`config.mk`:
```
export PLATFORM = sky130hd
export DESIGN_NAME = video_timing_monitor_flat
export DESIGN_NICKNAME = d
export VERILOG_FILES = /design/src/rtl/video_timing_monitor_pkg.sv /design/src/rtl/video_timing_monitor_if.sv /design/src/rtl/video_timing_monitor_sat_counter.sv /design/src/rtl/video_timing_monitor.sv /design/src/flat_wrapper.sv
export SDC_FILE = /design/constraint.sdc
export NUM_CORES = 1
export LEC_CHECK = 0
export CAP_MARGIN = 20
export CORE_MARGIN = 3
export CORE_UTILIZATION = 25
export DETAILED_ROUTE_END_ITERATION = 16
export DONT_BUFFER_PORTS = 1
export PLACE_DENSITY_LB_ADDON = 0.3
export SKIP_LAST_GASP = 1
export SLEW_MARGIN = 10
export SYNTH_ARGS = -nofsm -noshare
export SYNTH_HDL_FRONTEND = slang
export SYNTH_SLANG_ARGS = --single-unit
```
`constraint.sdc`:
```
create_clock -name pixel_clk -period 3.9 [get_ports pixel_clk]
set_clock_uncertainty 0.2 [all_clocks]
set_input_delay 0 -clock pixel_clk [delete_from_list [all_inputs] [get_ports pixel_clk]]
set_output_delay 0 -clock pixel_clk [all_outputs]
set_load 0.01 [all_outputs]
```
`src/rtl/video_timing_monitor_pkg.sv`:
```
// Shared timing constants, monitor state encoding and saturating helpers for
// the video timing monitor.
package video_timing_pkg;

    // Horizontal and vertical porch/sync widths of the supported mode family.
    localparam int HFP    = 40;
    localparam int HPULSE = 48;
    localparam int HBP    = 40;
    localparam int VFP    = 13;
    localparam int VPULSE = 3;
    localparam int VBP    = 29;

    // Blanking margins added to the active size to obtain total line/frame length.
    localparam int HMARGIN = HFP + HPULSE + HBP;
    localparam int VMARGIN = VFP + VPULSE + VBP;

    localparam int CNT_W = 12;
    localparam int RGB_W = 24;
    localparam logic [CNT_W-1:0] CNT_MAX = '1;

    typedef enum logic [1:0] {
        SEARCH  = 2'd0,
        MEASURE = 2'd1,
        CHECK   = 2'd2,
        LOCKED  = 2'd3
    } mon_state_t;

    function automatic logic [CNT_W-1:0] sat_inc(input logic [CNT_W-1:0] value);
        return (value == CNT_MAX) ? value : value + 1'b1;
    endfunction

endpackage

```
`src/rtl/video_timing_monitor_if.sv`:
```
// Video link carrying HS/VS (active low), BLANK (1 = active pixel) and RGB.
interface video_if;
    import video_timing_pkg::*;

    logic             hs;
    logic             vs;
    logic             blank;
    logic [RGB_W-1:0] rgb;

    modport master (output hs, vs, blank, rgb);
    modport slave  (input  hs, vs, blank, rgb);
endinterface

```
`src/rtl/video_timing_monitor_sat_counter.sv`:
```
// Up-counter that sticks at all-ones; clear takes priority over increment.
module sat_counter #(
    parameter int WIDTH = 12
) (
    input  logic             clk,
    input  logic             srst,
    input  logic             inc,
    input  logic             clr,
    output logic [WIDTH-1:0] count,
    output logic             saturated
);

    logic [WIDTH-1:0] count_reg;
    logic [WIDTH-1:0] count_next;

    assign saturated = (count_reg == {WIDTH{1'b1}});
    assign count     = count_reg;

    always_comb begin
        count_next = count_reg;
        if (clr) begin
            count_next = '0;
        end else if (inc && !saturated) begin
            count_next = count_reg + 1'b1;
        end
    end

    always_ff @(posedge clk) begin
        if (srst) begin
            count_reg <= '0;
        end else begin
            count_reg <= count_next;
        end
    end

endmodule

```
`src/rtl/video_timing_monitor.sv`:
```
// Measures incoming video geometry, tracks lock against HDISP/VDISP timing and
// counts mismatching frames. Optional checksum: VIDEO_TIMING_MONITOR_CHECKSUM_EN.
module video_timing_monitor
    import video_timing_pkg::*;
#(
    parameter int HDISP = 800,
    parameter int VDISP = 480
) (
    input  logic             pixel_clk,
    input  logic             pixel_rst,
    video_if.slave           vid,
    output logic [CNT_W-1:0] meas_hactive,
    output logic [CNT_W-1:0] meas_htotal,
    output logic [CNT_W-1:0] meas_vactive,
    output logic [CNT_W-1:0] meas_vtotal,
    output logic             frame_done,
    output logic             locked,
    output logic [7:0]       err_cnt,
    output logic [31:0]      frame_sum
);

    localparam logic [CNT_W-1:0] HDISP_C  = CNT_W'(HDISP);
    localparam logic [CNT_W-1:0] VDISP_C  = CNT_W'(VDISP);
    localparam logic [CNT_W-1:0] HTOTAL_C = CNT_W'(HDISP + HMARGIN);
    localparam logic [CNT_W-1:0] VTOTAL_C = CNT_W'(VDISP + VMARGIN);

    // Counter slots: pixel-in-line, active-in-line, lines, active lines.
    localparam int N_CNT = 4;
    localparam int C_H   = 0;
    localparam int C_L   = 1;
    localparam int C_V   = 2;
    localparam int C_A   = 3;
    // Only the free-running line and frame counters indicate lost sync.
    localparam logic [N_CNT-1:0] SYNC_MASK = 4'b0101;

    logic hs_reg, vs_reg, blank_reg;
    logic hs_prev_reg, vs_prev_reg;
    logic hs_fall, vs_fall;

    logic [N_CNT-1:0] cnt_inc, cnt_clr, cnt_sat;
    logic [CNT_W-1:0] cnt_val [N_CNT];
    logic             line_active;
    logic             sync_lost;

    logic [CNT_W-1:0] meas_hactive_reg, meas_htotal_reg, meas_vactive_reg, meas_vtotal_reg;
    logic [CNT_W-1:0] hactive_next, htotal_next, vactive_next, vtotal_next;
    logic             frame_match;
    logic             frame_done_reg;

    mon_state_t state_reg, state_next;
    logic [7:0] err_reg, err_next;

    always_ff @(posedge pixel_clk) begin
        if (pixel_rst) begin
            hs_reg      <= 1'b1;
            vs_reg      <= 1'b1;
            blank_reg   <= 1'b0;
            hs_prev_reg <= 1'b1;
            vs_prev_reg <= 1'b1;
        end else begin
            hs_reg      <= vid.hs;
            vs_reg      <= vid.vs;
            blank_reg   <= vid.blank;
            hs_prev_reg <= hs_reg;
            vs_prev_reg <= vs_reg;
        end
    end

    assign hs_fall     = hs_prev_reg & ~hs_reg;
    assign vs_fall     = vs_prev_reg & ~vs_reg;
    assign line_active = (cnt_val[C_L] != '0);
    assign sync_lost   = |(cnt_sat & SYNC_MASK);

    assign cnt_inc[C_H] = 1'b1;
    assign cnt_clr[C_H] = hs_fall;
    assign cnt_inc[C_L] = blank_reg;
    assign cnt_clr[C_L] = hs_fall;
    assign cnt_inc[C_V] = hs_fall;
    assign cnt_clr[C_V] = vs_fall;
    assign cnt_inc[C_A] = hs_fall & line_active;
    assign cnt_clr[C_A] = vs_fall;

    generate
        for (genvar gi = 0; gi < N_CNT; gi++) begin : g_cnt
            sat_counter #(.WIDTH(CNT_W)) u_cnt (
                .clk       (pixel_clk),
                .srst      (pixel_rst),
                .inc       (cnt_inc[gi]),
                .clr       (cnt_clr[gi]),
                .count     (cnt_val[gi]),
                .saturated (cnt_sat[gi])
            );
        end
    endgenerate

    // A line closing on the same cycle as VS belongs to the closing frame, so
    // the frame totals fold in that pending increment. The active width only
    // follows lines that carried pixels, so vertical blanking lines keep the
    // last real line width visible at frame close.
    always_comb begin
        hactive_next = meas_hactive_reg;
        htotal_next  = meas_htotal_reg;
        vactive_next = meas_vactive_reg;
        vtotal_next  = meas_vtotal_reg;
        if (hs_fall) begin
            htotal_next = sat_inc(cnt_val[C_H]);
            if (line_active) begin
                hactive_next = cnt_val[C_L];
            end
        end
        if (vs_fall) begin
            vtotal_next  = hs_fall ? sat_inc(cnt_val[C_V]) : cnt_val[C_V];
            vactive_next = (hs_fall && line_active) ? sat_inc(cnt_val[C_A]) : cnt_val[C_A];
        end
    end

    assign frame_match = (hactive_next == HDISP_C) && (htotal_next == HTOTAL_C) &&
                         (vactive_next == VDISP_C) && (vtotal_next == VTOTAL_C);

    always_comb begin
        state_next = state_reg;
        err_next   = err_reg;
        if (sync_lost) begin
            state_next = SEARCH;
        end else if (vs_fall) begin
            case (state_reg)
                SEARCH:  state_next = MEASURE;
                MEASURE: state_next = frame_match ? CHECK : MEASURE;
                CHECK:   state_next = frame_match ? LOCKED : MEASURE;
                LOCKED: begin
                    if (!frame_match) begin
                        state_next = MEASURE;
                        if (err_reg != 8'hFF) begin
                            err_next = err_reg + 8'd1;
                        end
                    end
                end
                default: state_next = SEARCH;
            endcase
        end
    end

    always_ff @(posedge pixel_clk) begin
        if (pixel_rst) begin
            state_reg        <= SEARCH;
            err_reg          <= '0;
            meas_hactive_reg <= '0;
            meas_htotal_reg  <= '0;
            meas_vactive_reg <= '0;
            meas_vtotal_reg  <= '0;
            frame_done_reg   <= 1'b0;
        end else begin
            state_reg        <= state_next;
            err_reg          <= err_next;
            meas_hactive_reg <= hactive_next;
            meas_htotal_reg  <= htotal_next;
            meas_vactive_reg <= vactive_next;
            meas_vtotal_reg  <= vtotal_next;
            frame_done_reg   <= vs_fall;
        end
    end

`ifdef VIDEO_TIMING_MONITOR_CHECKSUM_EN
    logic [RGB_W-1:0] rgb_reg;
    logic [31:0]      acc_reg, acc_next, sum_reg, sum_next, pix_val;

    always_comb begin
        pix_val  = blank_reg ? {8'h00, rgb_reg} : 32'h0;
        acc_next = acc_reg + pix_val;
        sum_next = sum_reg;
        if (vs_fall) begin
            sum_next = acc_next;
            acc_next = '0;
        end
    end

    always_ff @(posedge pixel_clk) begin
        if (pixel_rst) begin
            rgb_reg <= '0;
            acc_reg <= '0;
            sum_reg <= '0;
        end else begin
            rgb_reg <= vid.rgb;
            acc_reg <= acc_next;
            sum_reg <= sum_next;
        end
    end

    assign frame_sum = sum_reg;
`else
    assign frame_sum = '0;
`endif

    // Lock drops combinationally the moment a sync counter saturates.
    assign locked       = (state_reg == LOCKED) && !sync_lost;
    assign err_cnt      = err_reg;
    assign frame_done   = frame_done_reg;
    assign meas_hactive = meas_hactive_reg;
    assign meas_htotal  = meas_htotal_reg;
    assign meas_vactive = meas_vactive_reg;
    assign meas_vtotal  = meas_vtotal_reg;

endmodule

```
`src/flat_wrapper.sv`:
```
// flat-port wrapper written by rule: the top's interface ports become plain ports
module video_timing_monitor_flat import video_timing_pkg::*;
#(
    parameter int HDISP = 800,
    parameter int VDISP = 480
)
  (pixel_clk, pixel_rst, meas_hactive, meas_htotal, meas_vactive, meas_vtotal, frame_done, locked, err_cnt, frame_sum, vid_hs, vid_vs, vid_blank, vid_rgb);
  video_if vid_i ();
  input  logic pixel_clk;
  input  logic pixel_rst;
  output logic [CNT_W-1:0] meas_hactive;
  output logic [CNT_W-1:0] meas_htotal;
  output logic [CNT_W-1:0] meas_vactive;
  output logic [CNT_W-1:0] meas_vtotal;
  output logic frame_done;
  output logic locked;
  output logic [7:0] err_cnt;
  output logic [31:0] frame_sum;
  input wire logic [$bits(vid_i.hs)-1:0] vid_hs;
  input wire logic [$bits(vid_i.vs)-1:0] vid_vs;
  input wire logic [$bits(vid_i.blank)-1:0] vid_blank;
  input wire logic [$bits(vid_i.rgb)-1:0] vid_rgb;
  assign vid_i.hs = vid_hs;
  assign vid_i.vs = vid_vs;
  assign vid_i.blank = vid_blank;
  assign vid_i.rgb = vid_rgb;
  video_timing_monitor #(.HDISP(HDISP), .VDISP(VDISP)) u_core (.pixel_clk(pixel_clk), .pixel_rst(pixel_rst), .vid(vid_i), .meas_hactive(meas_hactive), .meas_htotal(meas_htotal), .meas_vactive(meas_vactive), .meas_vtotal(meas_vtotal), .frame_done(frame_done), .locked(locked), .err_cnt(err_cnt), .frame_sum(frame_sum));
endmodule
```
==> results.cfg, run 1 <==
[finish]
largest_reg_flops = 48
nNetsFinal = 704
mostFrequentLayoutCells = dfxtp_1 (110), nor2_1 (85), nand2_1 (66)
final_common_cell = dfxtp_1
insertedDiodeCount = 0
fin_area_um2 = 6250
drive_gt1_share_pct = 10.6
syn_to_final_growth_pct = 11.9

[power_and_ir_drop]
p_total_mw = 2.34
powerDensity_nw_per_um2 = 373
combPwrFrac_pct = 6.0
seqPwrFrac_pct = 50.7
ir_drop_mv = 0.191
p_int_mw = 1.73
clockPowerShare_pct = 43.3
p_switching_mw = 0.610
leakagePower_nw = 2.17
swShare_pct = 26.1

[routing]
ant_nets = 0
drtIter0Drc = 212
vias = 4477
drc_errors = 0
firstDrtPassIters = 4
viasPerCell = 4.71
routed_wl_mm = 14.8
wl_per_cell_um = 15.5

[global_routing]
grt_antenna_before_repair = 1
grt_pass1_wl_mm = 23.4
grt_usage_pct = 12.1
grt_overflow_total = 0
grt_pass1_vias = 4196
grt_start_max_net_pins = 71

[min_path]
whs_path_depth = 2
min_from = vid_hs
holdPathEnd = u_core.hs_reg
min_path_type = input pin to register

[critical_path]
setup.worst_path.start_class = register
rr_startpoint = u_core.g_cnt[2].u_cnt.count[1]
arrival_ps = 3640
endpoint_kind = register
worstSetupPathType = register to register
critPathMaxFanout = 5
r2r_setup_slack_ps = 320
r2r_cells = 12
r2r_end = u_core.err_cnt[6]
critical_path_required_ps = 3960

[die]
design.core.area_um2 = 21900
rows = 54
io_pins = 119
start_util_pct = 25.5
die_x_um = 156
fp.dieArea_um2 = 24200
die_y_um = 156

[synthesis]
synthFlopType = dfxtp_1
synth_edf_count = 0
yosysTopAreaCellShare_pct = 40.1
synth_top_area_cell = dfxtp_1
synth.distinct_cells = 73
synthArstFlopShare_pct = 0
yosysWarnings = 0
syn_area_per_cell_um2 = 8.47
ys_seq_area_share_pct = 40.1
synth_area_leaders = dfxtp_1 (40%), nor2_1 (5.7%), buf_4 (4.4%)
synth_cells = 660
syn_area_um2 = 5590
ys_ff_latch = 112

[sta]
worst_pin_slew_ps = 1060
finalHoldViolations = 0
slew_headroom_pct = 29.6
finalCriticalPeriod_ps = 3580
finalSetupViolations = 0
fin_crit_sh_pct = 91.9
drv_slew = 0
fmax_ghz = 0.279

[clock_network]
cts_sinks = 112
cts_inserted_buffers = 9
insertion_delay_ps = 370
clk_pin_slew_ps = 80
cts.path.max_buffers = 2
cts_tree = built
cts_root_buffer = clkbuf_16
htree_levels = 3

[place]
dp_hpwl_mm = 10.5
portBuffers = 0
placed_area_um2 = 5820
gp_congestion = 0.824

[run_status]
status = finished, final reports clean

[flow_run]
cap_violations = 0
## worst max-delay path, stage by stage (launching register included)
cell	delay (ps)
dfxtp_1	400
ha_2	250
nand4_1	190
o31a_1	380
mux2i_1	180
a2111oi_2	350
o2111ai_1	180
nor4_2	320
nand4_1	120
buf_4	180
a21oi_1	130
a311oi_1	60
dlygate4sd3_1	560
## what timing repair did
action                                  4_1_cts  5_1_grt
endpoints found under the setup margin        0        1
gates resized for setup                       0        4
hold endpoints to repair                     64        0
hold buffers                                  6        0
buffers inserted                              0        4
## routing by layer
| metal | GRT usage (%) | up-vias | part of all wire (%) |
|---|---|---|---|
| met5 | 0 | - | 0 |
| met4 | 2.63 | 0 | 0.94 |
| met3 | 4.16 | 10 | 6.2 |
| met2 | 19.2 | 79 | 46 |
| met1 | 16.0 | 2103 | 47 |
| li1 | - | 2285 | - |
## power groups by stage
stage	registers, mW	clock network, mW	logic (mW)
2_1_floorplan	1.20	0	0.129
3_3_place_gp	1.21	0	0.121
3_5_place_dp	1.21	0	0.122
4_1_cts	1.18	1.05	0.141
5_1_grt	1.19	1.08	0.158
6_report	1.18	1.01	0.141
## cells in the mapped netlist, drive strengths merged, types with 7 or more instances
master / count
xor2: 8
nand2: 67
ha: 9
a31oi: 9
nor3: 18
mux2i: 14
buf: 43
a21oi: 31
nor2b: 23
nand2b: 11
a211oi: 7
nor4: 17
o21ai: 20
nor2: 87
nand3: 23
nand4: 21
dfxtp: 112
inv: 12
and3: 8
clkbuf: 21
xnor2: 13
or3: 7
## through the flow
stage	instances	utilization (%)	TNS [ps]	hold slack [ps]	setup slack [ps]
after floorplan	691	-	0	-96.2	812
after global placement	925	26.6	0	-120	363
after detailed placement	925	26.6	0	-119	434
after CTS	947	28.4	0	63.6	116
after global routing	951	28.6	-20.8	68.9	-20.8
final	951	28.6	0	79.5	315
## worst max path at each step
stage,startpoint,depth (start not counted),end,slack [ps]
3_3_place_gp,u_core.g_cnt[0].u_cnt.count[0],13,u_core.err_cnt[4],360
3_5_place_dp,u_core.g_cnt[2].u_cnt.count[0],11,u_core.err_cnt[2],430
4_1_cts,u_core.g_cnt[2].u_cnt.count[0],11,u_core.err_cnt[6],120
2_1_floorplan,u_core.g_cnt[1].u_cnt.count[0],13,u_core.err_cnt[4],810
5_1_grt,u_core.g_cnt[2].u_cnt.count[1],12,u_core.err_cnt[6],-20
6_report,u_core.g_cnt[2].u_cnt.count[1],12,u_core.err_cnt[6],320
## final cells by class
class | count | area (µm²)
Clock buffer | 9 | 225
Clock inverter | 7 | 97.6
Fill cell | 2366 | 15600
Timing Repair Buffer | 28 | 255
Multi-Input combinational cell | 503 | 3040
Tap cell | 280 | 350
Inverter | 12 | 45.0
Sequential cell | 112 | 2240
## kinds of logic after synthesis
logic type,synth area share (%)
flops,40.1
xor+xnor,3.29
compound gates,13.3
mux,3.78
simple gates,29.6
fa+ha+maj,2.01
buf+inv,7.81
other cells,0.0671
No activity file was read; power rests on OpenSTA's default activity.
==> run 2, diff against run 1 <==
--- a/config.mk
+++ b/config.mk
@@ -5,12 +5,13 @@
 export SDC_FILE = /design/constraint.sdc
 export NUM_CORES = 1
 export LEC_CHECK = 0
+export ABC_AREA = 1
 export CAP_MARGIN = 20
 export CORE_MARGIN = 3
-export CORE_UTILIZATION = 25
+export CORE_UTILIZATION = 40
 export DETAILED_ROUTE_END_ITERATION = 16
 export DONT_BUFFER_PORTS = 1
-export PLACE_DENSITY_LB_ADDON = 0.3
+export PLACE_DENSITY = 0.5
 export SKIP_LAST_GASP = 1
 export SLEW_MARGIN = 10
 export SYNTH_ARGS = -nofsm -noshare
==> run 2 against run 1 <==
Design area increased by 3.7%. Hold slack improved by 0.75 ps. Critical path depth increased by 3. Sequential share of layout area fell by 1.3 points. Non-clock buffer count fell by 18. Combinational power increased by 52%. Synthesized area rose by 9.0%. Die area down 31%.
==> results.cfg, run 2 <==
[die]
io_pins = 119
design.core.area_um2 = 14700
rows = 44
fp.dieArea_um2 = 16700
die_y_um = 129
start_util_pct = 41.4
die_x_um = 129

[sta]
setup_ws_ps = 412
finalCriticalPeriod_ps = 3490
drv_slew = 0
finalHoldViolations = 0
fin_crit_sh_pct = 89.4
slew_headroom_pct = 32.8
fmax_ghz = 0.287
setup_tns_ps = 0
rsz0062_at_grt = false
worst_pin_slew_ps = 1000
finalSetupViolations = 0

[clock_network]
cts.path.max_buffers = 2
cts_tree = built
insertion_delay_ps = 350
cts_inserted_buffers = 9
htree_levels = 3
cts_sinks = 112
cts_root_buffer = clkbuf_16
clk_pin_slew_ps = 70

[global_routing]
grt_start_max_net_pins = 64
grt_pass1_vias = 5073
grt_pass1_wl_mm = 24.7
grt_overflow_total = 0
grt_antenna_before_repair = 0
grt_usage_pct = 18.4

[critical_path]
arrival_ps = 3590
critPathMaxFanout = 18
endpoint_kind = register
critical_path_required_ps = 4000
r2r_setup_slack_ps = 410
worstSetupPathType = register to register
setup.worst_path.start_class = register

[routing]
ant_nets = 0
vias = 5219
drtIter0Drc = 267
viasPerCell = 4.90
firstDrtPassIters = 4
routed_wl_mm = 14.9
drc_errors = 0
wl_per_cell_um = 14.0

[synthesis]
synth_cells = 881
ys_seq_area_share_pct = 36.8
synth.distinct_cells = 45
synth.most_common_cell = nand2_1
yosysWarnings = 0
ys_ff_latch = 112
synthFlopType = dfxtp_1
synthArstFlopShare_pct = 0
synth_area_leaders = dfxtp_1 (37%), nand2_1 (14%), nor2_1 (7.2%)
synth_top_area_cell = dfxtp_1
syn_area_um2 = 6090
synth_common_cells = nand2_1 (235), nor2_1 (117), dfxtp_1 (112)
yosysTopAreaCellShare_pct = 36.8
syn_area_per_cell_um2 = 6.91
synth_edf_count = 0

[power_and_ir_drop]
powerDensity_nw_per_um2 = 374
ir_drop_mv = 0.185
leakagePower_nw = 2.73

[flow_run]
cap_violations = 0

[place]
dp_hpwl_mm = 10.9
post-place-ws_ps = 803
portBuffers = 0
gp_congestion = 0.817

[finish]
largest_reg_flops = 48
mostFrequentLayoutCells = nand2_1 (235), nor2_1 (117), dfxtp_1 (112)
drive_gt1_share_pct = 10.4
syn_to_final_growth_pct = 6.51
final_common_cell = nand2_1
insertedDiodeCount = 0
nNetsFinal = 915
fin_util_pct = 44.1

[run_status]
status = finished, final reports clean

[min_path]
min_path_type = input pin to register
[run 2: changes by cell type after synthesis, sizes merged, moves of 16 or more]
cell,change
inv,+74
nor4,-16
a21oi,+28
nand2,+188
nor2,+49
nand3,+33
nor2b,-23
[run 2: stage by stage]
step	hold WS, ps	instance area [µm²]	power, mW	instances
after floorplan	-96.2	6210	1.42	912
after global placement	-123	6080	1.43	1044
after detailed placement	-124	6080	1.43	1044
after CTS	66.8	6480	2.47	1066
after global routing	66.2	6490	2.53	1066
final	80.2	6490	2.42	1066
[run 2: final cells by class]
cell class | count | area [µm²]
clock buffer | 9 | 225
clock inverter | 7 | 92.6
fill | 1559 | 8210
inverter | 86 | 333
multi-input combinational | 658 | 3260
sequential | 112 | 2240
tap | 184 | 230
timing repair buffer | 10 | 108
[run 2: logic make-up (layout without fill, tap and decap cells)]
group,Yosys count,after routing,synth area share [%]
AO/OA/AOI/OAI,101,101,9.02
XOR/XNOR,17,17,2.44
adder cells (fa/ha/maj),9,9,1.85
buffers and inverters,142,112,11.7
flip-flops,112,112,36.8
other,1,32,0.0616
AND/OR/NAND/NOR,499,499,38.1
[run 2: path summary, 6_finish.rpt]
check / startpoint / endpoint / cells past startpoint
worst max register to register: u_core.g_cnt[0].u_cnt.count[0] / u_core.err_cnt[1] / 15
worst max-delay path: u_core.g_cnt[0].u_cnt.count[0] / u_core.err_cnt[1] / 15
worst min-delay path: vid_vs / u_core.vs_reg / 2
worst min register to register: u_core.vs_reg / u_core.vs_prev_reg / 2
[run 2: power breakdown]
part | leakage (nW) | switching (mW) | internal, mW
Sequential | 0.909 | 0.0328 | 1.17
Clock | 0.160 | 0.438 | 0.565
Combinational | 1.66 | 0.152 | 0.0628
[run 2: per-layer routing]
layer / share of wire, % / global-route usage (%) / vias to the layer above
met5: 0 / 0 / -
met1: 47 / 23.9 / 2374
met4: 1.1 / 4.63 / 0
li1: - / - / 2738
met3: 5.3 / 4.62 / 10
met2: 46 / 30.9 / 97
[run 2: critical path, stage by stage, from the launching register on]
cell and delay, ps:
dfxtp_1 420, ha_1 260, nand3_2 130, nor2_4 200, nand3_4 230, nand2_1 140, nand3_1 70, o21ai_0 150
and3_1 250, nand3_1 100, nor2_2 180, nand3_4 180, nand3_4 150, nand2_1 70, a21oi_1 120, dlygate4sd3_1 550
[run 2: what timing repair did]
action | in CTS | in global routing
gates resized for setup | 0 | 1
buffers inserted | 0 | 0
hold buffers | 6 | 0
setup endpoints to repair | 0 | 1
endpoints found under the hold margin | 85 | 0
